==> config.mk <==
export PLATFORM = sky130hd
export DESIGN_NAME = convolution_3x3
export DESIGN_NICKNAME = d
export VERILOG_FILES = /design/src/rtl/conv_pkg.sv /design/src/rtl/conv_channel.sv /design/src/rtl/convolution_3x3.sv
export SDC_FILE = /design/constraint.sdc
export NUM_CORES = 2
export LEC_CHECK = 0
export CAP_MARGIN = 20
export CORE_AREA = 5 5 293 295
export CTS_CLUSTER_SIZE = 8
export DETAILED_ROUTE_END_ITERATION = 12
export DIE_AREA = 0 0 298 300
export GPL_ROUTABILITY_DRIVEN = 1
export PLACE_DENSITY = 0.68
export RECOVER_POWER = 50
export SYNTH_ARGS = -nofsm -noshare
export SYNTH_HDL_FRONTEND = slang
export SYNTH_SLANG_ARGS = --single-unit
==> constraint.sdc <==
create_clock -name clk_in -period 12.4 [get_ports clk_in]
set_input_delay 1.24 -clock clk_in [delete_from_list [all_inputs] [get_ports clk_in]]
set_output_delay 1.24 -clock clk_in [all_outputs]
set_load 0.02 [all_outputs]
==> src/rtl/conv_pkg.sv <==
// -----------------------------------------------------------------------------
// conv_pkg
// Shared types and constants for the 3x3 convolution block.
//   kernel_e      : frame-selectable kernel encoding (5-7 fall back to identity)
//   kernel_t      : 3x3 signed 4-bit coefficients, arithmetic right shift, abs flag
//   kernel_lookup : kernel_e -> kernel_t coefficient table
//   Channel widths, accumulator width and pipeline latency constants.
// -----------------------------------------------------------------------------
package conv_pkg;

    localparam int R_W          = 5;
    localparam int G_W          = 6;
    localparam int B_W          = 5;
    localparam int PIX_W        = R_W + G_W + B_W;
    localparam int ACC_W        = 16;
    localparam int COEF_W       = 4;
    localparam int CONV_LATENCY = 4;

    typedef enum logic [2:0] {
        IDENTITY = 3'd0,
        GAUSSIAN = 3'd1,
        SHARPEN  = 3'd2,
        SOBEL_X  = 3'd3,
        SOBEL_Y  = 3'd4
    } kernel_e;

    // coef[row][col]: row 0 = top, col 0 = leftmost (oldest) column.
    // Each coefficient is a two's-complement COEF_W-bit value.
    typedef struct packed {
        logic [2:0][2:0][COEF_W-1:0] coef;
        logic [2:0]                  shift;
        logic                        abs_en;
    } kernel_t;

    function automatic kernel_t make_kernel(
        input int   c00, input int c01, input int c02,
        input int   c10, input int c11, input int c12,
        input int   c20, input int c21, input int c22,
        input int   shift,
        input logic abs_en
    );
        kernel_t k;
        k.coef[0][0] = COEF_W'(c00);
        k.coef[0][1] = COEF_W'(c01);
        k.coef[0][2] = COEF_W'(c02);
        k.coef[1][0] = COEF_W'(c10);
        k.coef[1][1] = COEF_W'(c11);
        k.coef[1][2] = COEF_W'(c12);
        k.coef[2][0] = COEF_W'(c20);
        k.coef[2][1] = COEF_W'(c21);
        k.coef[2][2] = COEF_W'(c22);
        k.shift      = 3'(shift);
        k.abs_en     = abs_en;
        return k;
    endfunction

    function automatic kernel_t kernel_lookup(input kernel_e sel);
        kernel_t k;
        case (sel)
            GAUSSIAN: k = make_kernel( 1,  2,  1,   2, 4,  2,   1,  2,  1,  4, 1'b0);
            SHARPEN:  k = make_kernel( 0, -1,  0,  -1, 5, -1,   0, -1,  0,  0, 1'b0);
            SOBEL_X:  k = make_kernel(-1,  0,  1,  -2, 0,  2,  -1,  0,  1,  0, 1'b1);
            SOBEL_Y:  k = make_kernel(-1, -2, -1,   0, 0,  0,   1,  2,  1,  0, 1'b1);
            // IDENTITY and the unused encodings 5-7
            default:  k = make_kernel( 0,  0,  0,   0, 1,  0,   0,  0,  0,  0, 1'b0);
        endcase
        return k;
    endfunction

endpackage

==> src/rtl/conv_channel.sv <==
// -----------------------------------------------------------------------------
// conv_channel
// One colour channel of the 3x3 convolution: pipeline stages 2-4.
//   stage 2: nine signed products (unsigned pixel x signed coefficient)
//   stage 3: sum into a signed ACC_W accumulator
//   stage 4: arithmetic shift, optional abs, clamp to [0, 2^CH_W-1]
// Ports:
//   i_clk, i_rst_n : clock, asynchronous active-low reset
//   i_win          : 3x3 unsigned channel window [row][col], stage-1 aligned
//   i_kernel       : kernel captured with this window
//   i_zero         : force the result to 0 (border pixel)
//   o_ch           : clamped channel result, 3 cycles after i_win
// -----------------------------------------------------------------------------
module conv_channel
    import conv_pkg::*;
#(
    parameter int CH_W = 5
) (
    input  logic                       i_clk,
    input  logic                       i_rst_n,
    input  logic [2:0][2:0][CH_W-1:0]  i_win,
    input  kernel_t                    i_kernel,
    input  logic                       i_zero,
    output logic [CH_W-1:0]            o_ch
);

    localparam logic signed [ACC_W-1:0] CH_MAX = ACC_W'((1 << CH_W) - 1);

    // ---------------- stage 2: products ----------------
    logic [8:0][ACC_W-1:0] w_prod;

    for (genvar gi = 0; gi < 9; gi++) begin : g_prod
        localparam int ROW = gi / 3;
        localparam int COL = gi % 3;
        logic signed [ACC_W-1:0] w_pix;
        logic signed [ACC_W-1:0] w_coef;

        assign w_pix  = ACC_W'(i_win[ROW][COL]);  // zero-extend: channels are unsigned
        assign w_coef = {{(ACC_W-COEF_W){i_kernel.coef[ROW][COL][COEF_W-1]}},
                         i_kernel.coef[ROW][COL]};
        assign w_prod[gi] = w_pix * w_coef;
    end

    logic [8:0][ACC_W-1:0] r_prod;
    logic [2:0]            r_shift_s2;
    logic                  r_abs_s2;
    logic                  r_zero_s2;

    always_ff @(posedge i_clk or negedge i_rst_n) begin
        if (!i_rst_n) begin
            r_prod     <= '0;
            r_shift_s2 <= '0;
            r_abs_s2   <= 1'b0;
            r_zero_s2  <= 1'b0;
        end else begin
            r_prod     <= w_prod;
            r_shift_s2 <= i_kernel.shift;
            r_abs_s2   <= i_kernel.abs_en;
            r_zero_s2  <= i_zero;
        end
    end

    // ---------------- stage 3: accumulate ----------------
    // Written as a chain; synthesis balances it into a tree.
    logic signed [ACC_W-1:0] w_sum;

    always_comb begin
        w_sum = '0;
        for (int i = 0; i < 9; i++) begin
            w_sum = w_sum + $signed(r_prod[i]);
        end
    end

    logic signed [ACC_W-1:0] r_sum;
    logic [2:0]              r_shift_s3;
    logic                    r_abs_s3;
    logic                    r_zero_s3;

    always_ff @(posedge i_clk or negedge i_rst_n) begin
        if (!i_rst_n) begin
            r_sum      <= '0;
            r_shift_s3 <= '0;
            r_abs_s3   <= 1'b0;
            r_zero_s3  <= 1'b0;
        end else begin
            r_sum      <= w_sum;
            r_shift_s3 <= r_shift_s2;
            r_abs_s3   <= r_abs_s2;
            r_zero_s3  <= r_zero_s2;
        end
    end

    // ---------------- stage 4: shift / abs / clamp ----------------
    logic signed [ACC_W-1:0] w_shifted;
    logic signed [ACC_W-1:0] w_mag;
    logic [CH_W-1:0]         w_clamp;

    always_comb begin
        w_shifted = r_sum >>> r_shift_s3;
        w_mag     = (r_abs_s3 && w_shifted[ACC_W-1]) ? -w_shifted : w_shifted;
        if (w_mag[ACC_W-1]) begin
            w_clamp = '0;
        end else if (w_mag > CH_MAX) begin
            w_clamp = '1;
        end else begin
            w_clamp = w_mag[CH_W-1:0];
        end
    end

    logic [CH_W-1:0] r_ch;

    always_ff @(posedge i_clk or negedge i_rst_n) begin
        if (!i_rst_n) begin
            r_ch <= '0;
        end else begin
            r_ch <= r_zero_s3 ? '0 : w_clamp;
        end
    end

    assign o_ch = r_ch;

endmodule

==> src/rtl/convolution_3x3.sv <==
// -----------------------------------------------------------------------------
// convolution_3x3
// Builds a 3x3 RGB565 window from three vertically aligned rows and applies a
// frame-selectable kernel per channel. Fixed 4-cycle latency, no stall.
// Ports:
//   clk_in, rst_n_in   : clock, asynchronous active-low reset
//   kernel_select_in   : requested kernel, latched at frame start (0,0)
//   row_data_in[3]     : RGB565 pixels at hcount_in; [0]=top, [1]=centre, [2]=bottom
//   hcount_in/vcount_in/data_valid_in : input position and qualifier
//   pixel_out/hcount_out/vcount_out/data_valid_out : filtered stream, window centre
//   kernel_active_out  : kernel applied to the current frame
// -----------------------------------------------------------------------------
module convolution_3x3
    import conv_pkg::*;
#(
    parameter int HRES = 1280,
    parameter int VRES = 720
) (
    input  logic                  clk_in,
    input  logic                  rst_n_in,
    input  logic [2:0]            kernel_select_in,
    input  logic [2:0][PIX_W-1:0] row_data_in,
    input  logic [10:0]           hcount_in,
    input  logic [9:0]            vcount_in,
    input  logic                  data_valid_in,
    output logic [PIX_W-1:0]      pixel_out,
    output logic [10:0]           hcount_out,
    output logic [9:0]            vcount_out,
    output logic                  data_valid_out,
    output logic [2:0]            kernel_active_out
);

    localparam int PIPE_N = CONV_LATENCY - 1;  // stages after the window register

    // ---------------- kernel latch at frame start ----------------
    logic [2:0] r_kernel_active;

    always_ff @(posedge clk_in or negedge rst_n_in) begin
        if (!rst_n_in) begin
            r_kernel_active <= '0;
        end else if (data_valid_in && hcount_in == '0 && vcount_in == '0) begin
            r_kernel_active <= kernel_select_in;
        end
    end

    // ---------------- stage 1: window + request ----------------
    // Column 0 holds hcount_in-2, column 2 the newest sample; the centre column
    // therefore sits at hcount_in-1. hcount_in==0 still shifts so the previous
    // line's columns are pushed out before the first output of a new line.
    logic w_req;
    logic w_border;

    assign w_req    = data_valid_in && (hcount_in != '0) && (hcount_in < 11'(HRES));
    assign w_border = (hcount_in == 11'd1) || (vcount_in == '0) ||
                      (vcount_in == 10'(VRES - 1));

    logic [2:0][2:0][PIX_W-1:0] r_win;
    kernel_t                    r_kernel_s1;
    logic                       r_zero_s1;
    logic                       r_valid_s1;
    logic [10:0]                r_hcount_s1;
    logic [9:0]                 r_vcount_s1;

    always_ff @(posedge clk_in or negedge rst_n_in) begin
        if (!rst_n_in) begin
            r_win       <= '0;
            r_kernel_s1 <= '0;
            r_zero_s1   <= 1'b0;
            r_valid_s1  <= 1'b0;
            r_hcount_s1 <= '0;
            r_vcount_s1 <= '0;
        end else begin
            r_valid_s1 <= w_req;
            if (data_valid_in) begin
                for (int r = 0; r < 3; r++) begin
                    r_win[r][0] <= r_win[r][1];
                    r_win[r][1] <= r_win[r][2];
                    r_win[r][2] <= row_data_in[r];
                end
                // Kernel travels with the pixel so a frame never mixes kernels.
                r_kernel_s1 <= kernel_lookup(kernel_e'(r_kernel_active));
                r_zero_s1   <= w_border;
                r_hcount_s1 <= hcount_in - 11'd1;
                r_vcount_s1 <= vcount_in;
            end
        end
    end

    // ---------------- stages 2-4: per-channel datapath ----------------
    logic [PIX_W-1:0] w_pixel;

    for (genvar gi = 0; gi < 3; gi++) begin : g_chan
        localparam int CH_W   = (gi == 0) ? R_W : (gi == 1) ? G_W : B_W;
        localparam int CH_LSB = (gi == 0) ? (G_W + B_W) : (gi == 1) ? B_W : 0;

        logic [2:0][2:0][CH_W-1:0] w_ch_win;
        logic [CH_W-1:0]           w_ch_out;

        always_comb begin
            for (int r = 0; r < 3; r++) begin
                for (int c = 0; c < 3; c++) begin
                    w_ch_win[r][c] = r_win[r][c][CH_LSB +: CH_W];
                end
            end
        end

        conv_channel #(
            .CH_W (CH_W)
        ) u_chan (
            .i_clk    (clk_in),
            .i_rst_n  (rst_n_in),
            .i_win    (w_ch_win),
            .i_kernel (r_kernel_s1),
            .i_zero   (r_zero_s1),
            .o_ch     (w_ch_out)
        );

        assign w_pixel[CH_LSB +: CH_W] = w_ch_out;
    end

    // ---------------- position/valid delay matching stages 2-4 ----------------
    logic [PIPE_N-1:0]       r_valid_pipe;
    logic [PIPE_N-1:0][10:0] r_hcount_pipe;
    logic [PIPE_N-1:0][9:0]  r_vcount_pipe;

    always_ff @(posedge clk_in or negedge rst_n_in) begin
        if (!rst_n_in) begin
            r_valid_pipe  <= '0;
            r_hcount_pipe <= '0;
            r_vcount_pipe <= '0;
        end else begin
            r_valid_pipe  <= {r_valid_pipe[PIPE_N-2:0], r_valid_s1};
            r_hcount_pipe <= {r_hcount_pipe[PIPE_N-2:0], r_hcount_s1};
            r_vcount_pipe <= {r_vcount_pipe[PIPE_N-2:0], r_vcount_s1};
        end
    end

    assign pixel_out         = w_pixel;
    assign hcount_out        = r_hcount_pipe[PIPE_N-1];
    assign vcount_out        = r_vcount_pipe[PIPE_N-1];
    assign data_valid_out    = r_valid_pipe[PIPE_N-1];
    assign kernel_active_out = r_kernel_active;

endmodule

==> flow_summary.json <==
{
  "numPortBuffers": 115,
  "setup_viol": 0,
  "stdcell_area_sq_mm": 0.0454,
  "period_needed_ns": 7.65,
  "antenna_left": 0,
  "cts_buffer_depth": 3,
  "drc_errors": 0,
  "p_per_area_mw_per_mm2": 141,
  "placed_cells": 4833,
  "cts_setup_buffers": 0,
  "final_common_cell": "inv_1",
  "grt_usage_pct": 19.7,
  "drt_iter0_drc": 1147,
  "pwr-share-seq_pct": 36.7,
  "grt_max_degree": 181,
  "routed_wl_um": 85300,
  "startpoint_type": "input port",
  "crit_type": "input port to register",
  "htreeDepth": 3,
  "die_h_um": 300,
  "cts_buffers": 83,
  "synth_seq_cells": 576,
  "cts-root-buf": "clkbuf_16",
  "tightest_slew_ns": 5.53,
  "status": "complete, but fails checks",
  "cp_max_fo": 83,
  "ioPinCount": 116,
  "combPwrFrac_pct": 31.3,
  "rsz0062_at_grt": "false",
  "die_w_um": 298,
  "r2r_slack_ns": 5.30,
  "start_util_pct": 49.3,
  "ys.flop_type": "dfrtp_1",
  "drive_gt1_share_pct": 7.65,
  "fillers": 7058,
  "layout_setup_ws_ns": 4.75,
  "wl_per_cell_um": 17.3,
  "min_period_over_period_pct": 61.7,
  "fin_cells": 4937,
  "syn_inst": 3718,
  "hold_viol": 0,
  "setup_tns_ns": 0,
  "core_area_sq_mm": 0.0829,
  "ys_types": 65,
  "switchingPower_mw": 2.15,
  "setup.worst_path.end": "g_chan[0].w_ch_win[25]$_DFFE_PN0P_",
  "synthesis.area_sq_mm": 0.0409,
  "cts_tree": "built",
  "grt_pass1_vias": 26134,
  "worst_r2r_path_depth": 16,
  "pre_cts_ws_ns": 7.11,
  "antenna_found_initial": 3,
  "gp_congestion": 0.875,
  "grt_overflow_total": 0,
  "violations": "max-capacitance violations, max-slew violations",
  "crit_required_ns": 12.88,
  "relSlewSlack_pct": -269,
  "yosysWarnings": 0,
  "postCtsHoldBufs": 0,
  "synth_async_sr_flop_share_pct": 100,
  "cp-end-kind": "register",
  "insertion_delay_ns": 0.62,
  "cts.repair.resized": 0,
  "row_count": 106,
  "switching_share_pct": 33.6,
  "power_leakage_nw": 24.1,
  "rr_endpoint": "g_chan[0].u_chan.r_prod[94]$_DFF_PN0_",
  "final_nets": 4788,
  "synth_fp_nets": 4667,
  "viasPerCell": 5.05,
  "syn2layout_area_growth_pct": 10.9,
  "critPathLaunch": "data_valid_in",
  "p_int_mw": 4.24,
  "peakVddDrop_v": 0.000127,
  "first_pass_iters": 5,
  "fmax_mhz": 131,
  "skew_ns": 0.0199,
  "grt_pass1_wl_um": 141000,
  "ys_seq_area_share_pct": 35.2,
  "dpl-instance-area_sq_mm": 0.0431,
  "cp.arrival_ns": 8.14,
  "cts.sink_count": 576,
  "dp_hpwl_um": 65400,
  "synth_edf_count": 0,
  "power_frac_clock_pct": 32.0,
  "die_area_sq_mm": 0.0894,
  "vias": 24952,
  "num_antenna_cells": 0,
  "postSynthAreaPerCell_sq_um": 11.0,
  "clk_pin_slew_worst_paths_ns": 0.05,
  "final_cell_mix": "inv_1 (755), dfrtp_1 (574), ha_1 (505), fa_1 (369), mux2_2 (167)",
  "hold_path_class": "register to register",
  "report.final.slew_viol_count": 431,
  "maxCapViolCount": 7,
  "rr_startpoint": "r_kernel_s1[8]$_DFFE_PN0P_"
}
## layer usage
layer | vias up | wire length (um) | global-route usage, %
met4 | 2 | 1590 | 4.74
met2 | 465 | 37600 | 30.0
met1 | 12412 | 41200 | 29.0
li1 | 11977 | - | -
met5 | - | 13 | 0
met3 | 96 | 4980 | 4.22
## worst min path at each step
stage                                                    from                                  end  cells past startpoint
final                             r_hcount_pipe[11]$_DFF_PN0_              hcount_out[0]$_DFF_PN0_                      0
after global placement             r_vcount_pipe[0]$_DFF_PN0_          r_vcount_pipe[10]$_DFF_PN0_                      0
after floorplan           g_chan[2].u_chan.r_abs_s2$_DFF_PN0_  g_chan[2].u_chan.r_abs_s3$_DFF_PN0_                      0
after CTS                         r_hcount_pipe[16]$_DFF_PN0_              hcount_out[5]$_DFF_PN0_                      0
after detailed placement           r_hcount_pipe[0]$_DFF_PN0_          r_hcount_pipe[11]$_DFF_PN0_                      0
after global routing                     r_valid_s1$_DFF_PN0_            r_valid_pipe[0]$_DFF_PN0_                      0
## cells in the mapped netlist, drive strengths merged (9+ instances only)
cell type / number / area [sq um]
nor4: 9 / 71.3
nand2: 164 / 616
nor2: 130 / 488
xnor2: 131 / 1150
nand2b: 65 / 407
a21oi: 153 / 766
o21a: 16 / 120
ha: 505 / 6320
nand3: 14 / 70.1
or3: 13 / 81.3
dfrtp: 576 / 14400
o21bai: 45 / 338
fa: 369 / 7390
and2: 194 / 1210
inv: 755 / 2830
a21o: 48 / 360
o21ai: 43 / 215
nor3: 33 / 165
xor2: 38 / 333
nor2b: 14 / 87.6
buf: 31 / 206
mux2i: 25 / 250
clkbuf: 70 / 263
o22ai: 10 / 62.6
mux2: 167 / 1880
a31oi: 11 / 68.8
## cell families (layout without fill, tap and decap cells)
group / after synthesis / count (layout) / share of synthesized area [%]
xor+xnor: 169 / 169 / 3.62
mux: 192 / 192 / 5.21
simple gates: 668 / 668 / 8.43
fa+ha+maj: 874 / 874 / 33.5
buf+inv: 859 / 998 / 8.10
compound gates: 380 / 380 / 5.89
flops: 576 / 576 / 35.2
## registers in the layout, indices dropped and copies added (netlist names), 3 cells and up
signal	count
r_hcount_s1	11
r_vcount_s1	10
vcount_out	10
kernel_active_out	3
g_chan.u_chan.r_sum	48
hcount_out	11
g_chan.w_ch_win	144
g_chan.u_chan.o_ch	16
g_chan.u_chan.r_prod	258
r_kernel_s1	12
r_valid_pipe	3
r_hcount_pipe	22
r_vcount_pipe	20
## worst max-delay path, cell delays in order
cell	delay, ns
clkbuf_1	3.54
clkbuf_1	2.76
mux2_2	0.50
## metrics by stage
step / total power [mW] / hold slack [ns] / utilization (%)
final: 6.39 / 0.338 / 54.7
after global routing: 6.84 / 0.348 / 54.7
after CTS: 6.44 / 0.341 / 54.8
after detailed placement: 4.35 / 0.335 / 52.0
after global placement: 4.29 / 0.332 / 52.0
after floorplan: 3.73 / 0.331 / -
## power groups by stage
stage / registers, mW / logic [mW] / clock network, mW
after floorplan: 2.29 / 1.44 / 0
after global placement: 2.36 / 1.93 / 0
after detailed placement: 2.37 / 1.98 / 0
after CTS: 2.34 / 2.00 / 2.10
after global routing: 2.37 / 2.29 / 2.19
final: 2.34 / 2.00 / 2.04
## area by class of cell
type / count / area, sq um / share of cell area, %
Clock buffer: 98 / 2210 / 4.86
Clock inverter: 5 / 66.3 / 0.146
Inverter: 758 / 2850 / 6.27
Multi-Input combinational cell: 2283 / 23200 / 51.1
Sequential cell: 576 / 14400 / 31.8
Tap cell: 1080 / 1350 / 2.98
Timing Repair Buffer: 137 / 1310 / 2.89
Note: power is estimated with default switching activity, not from simulation.
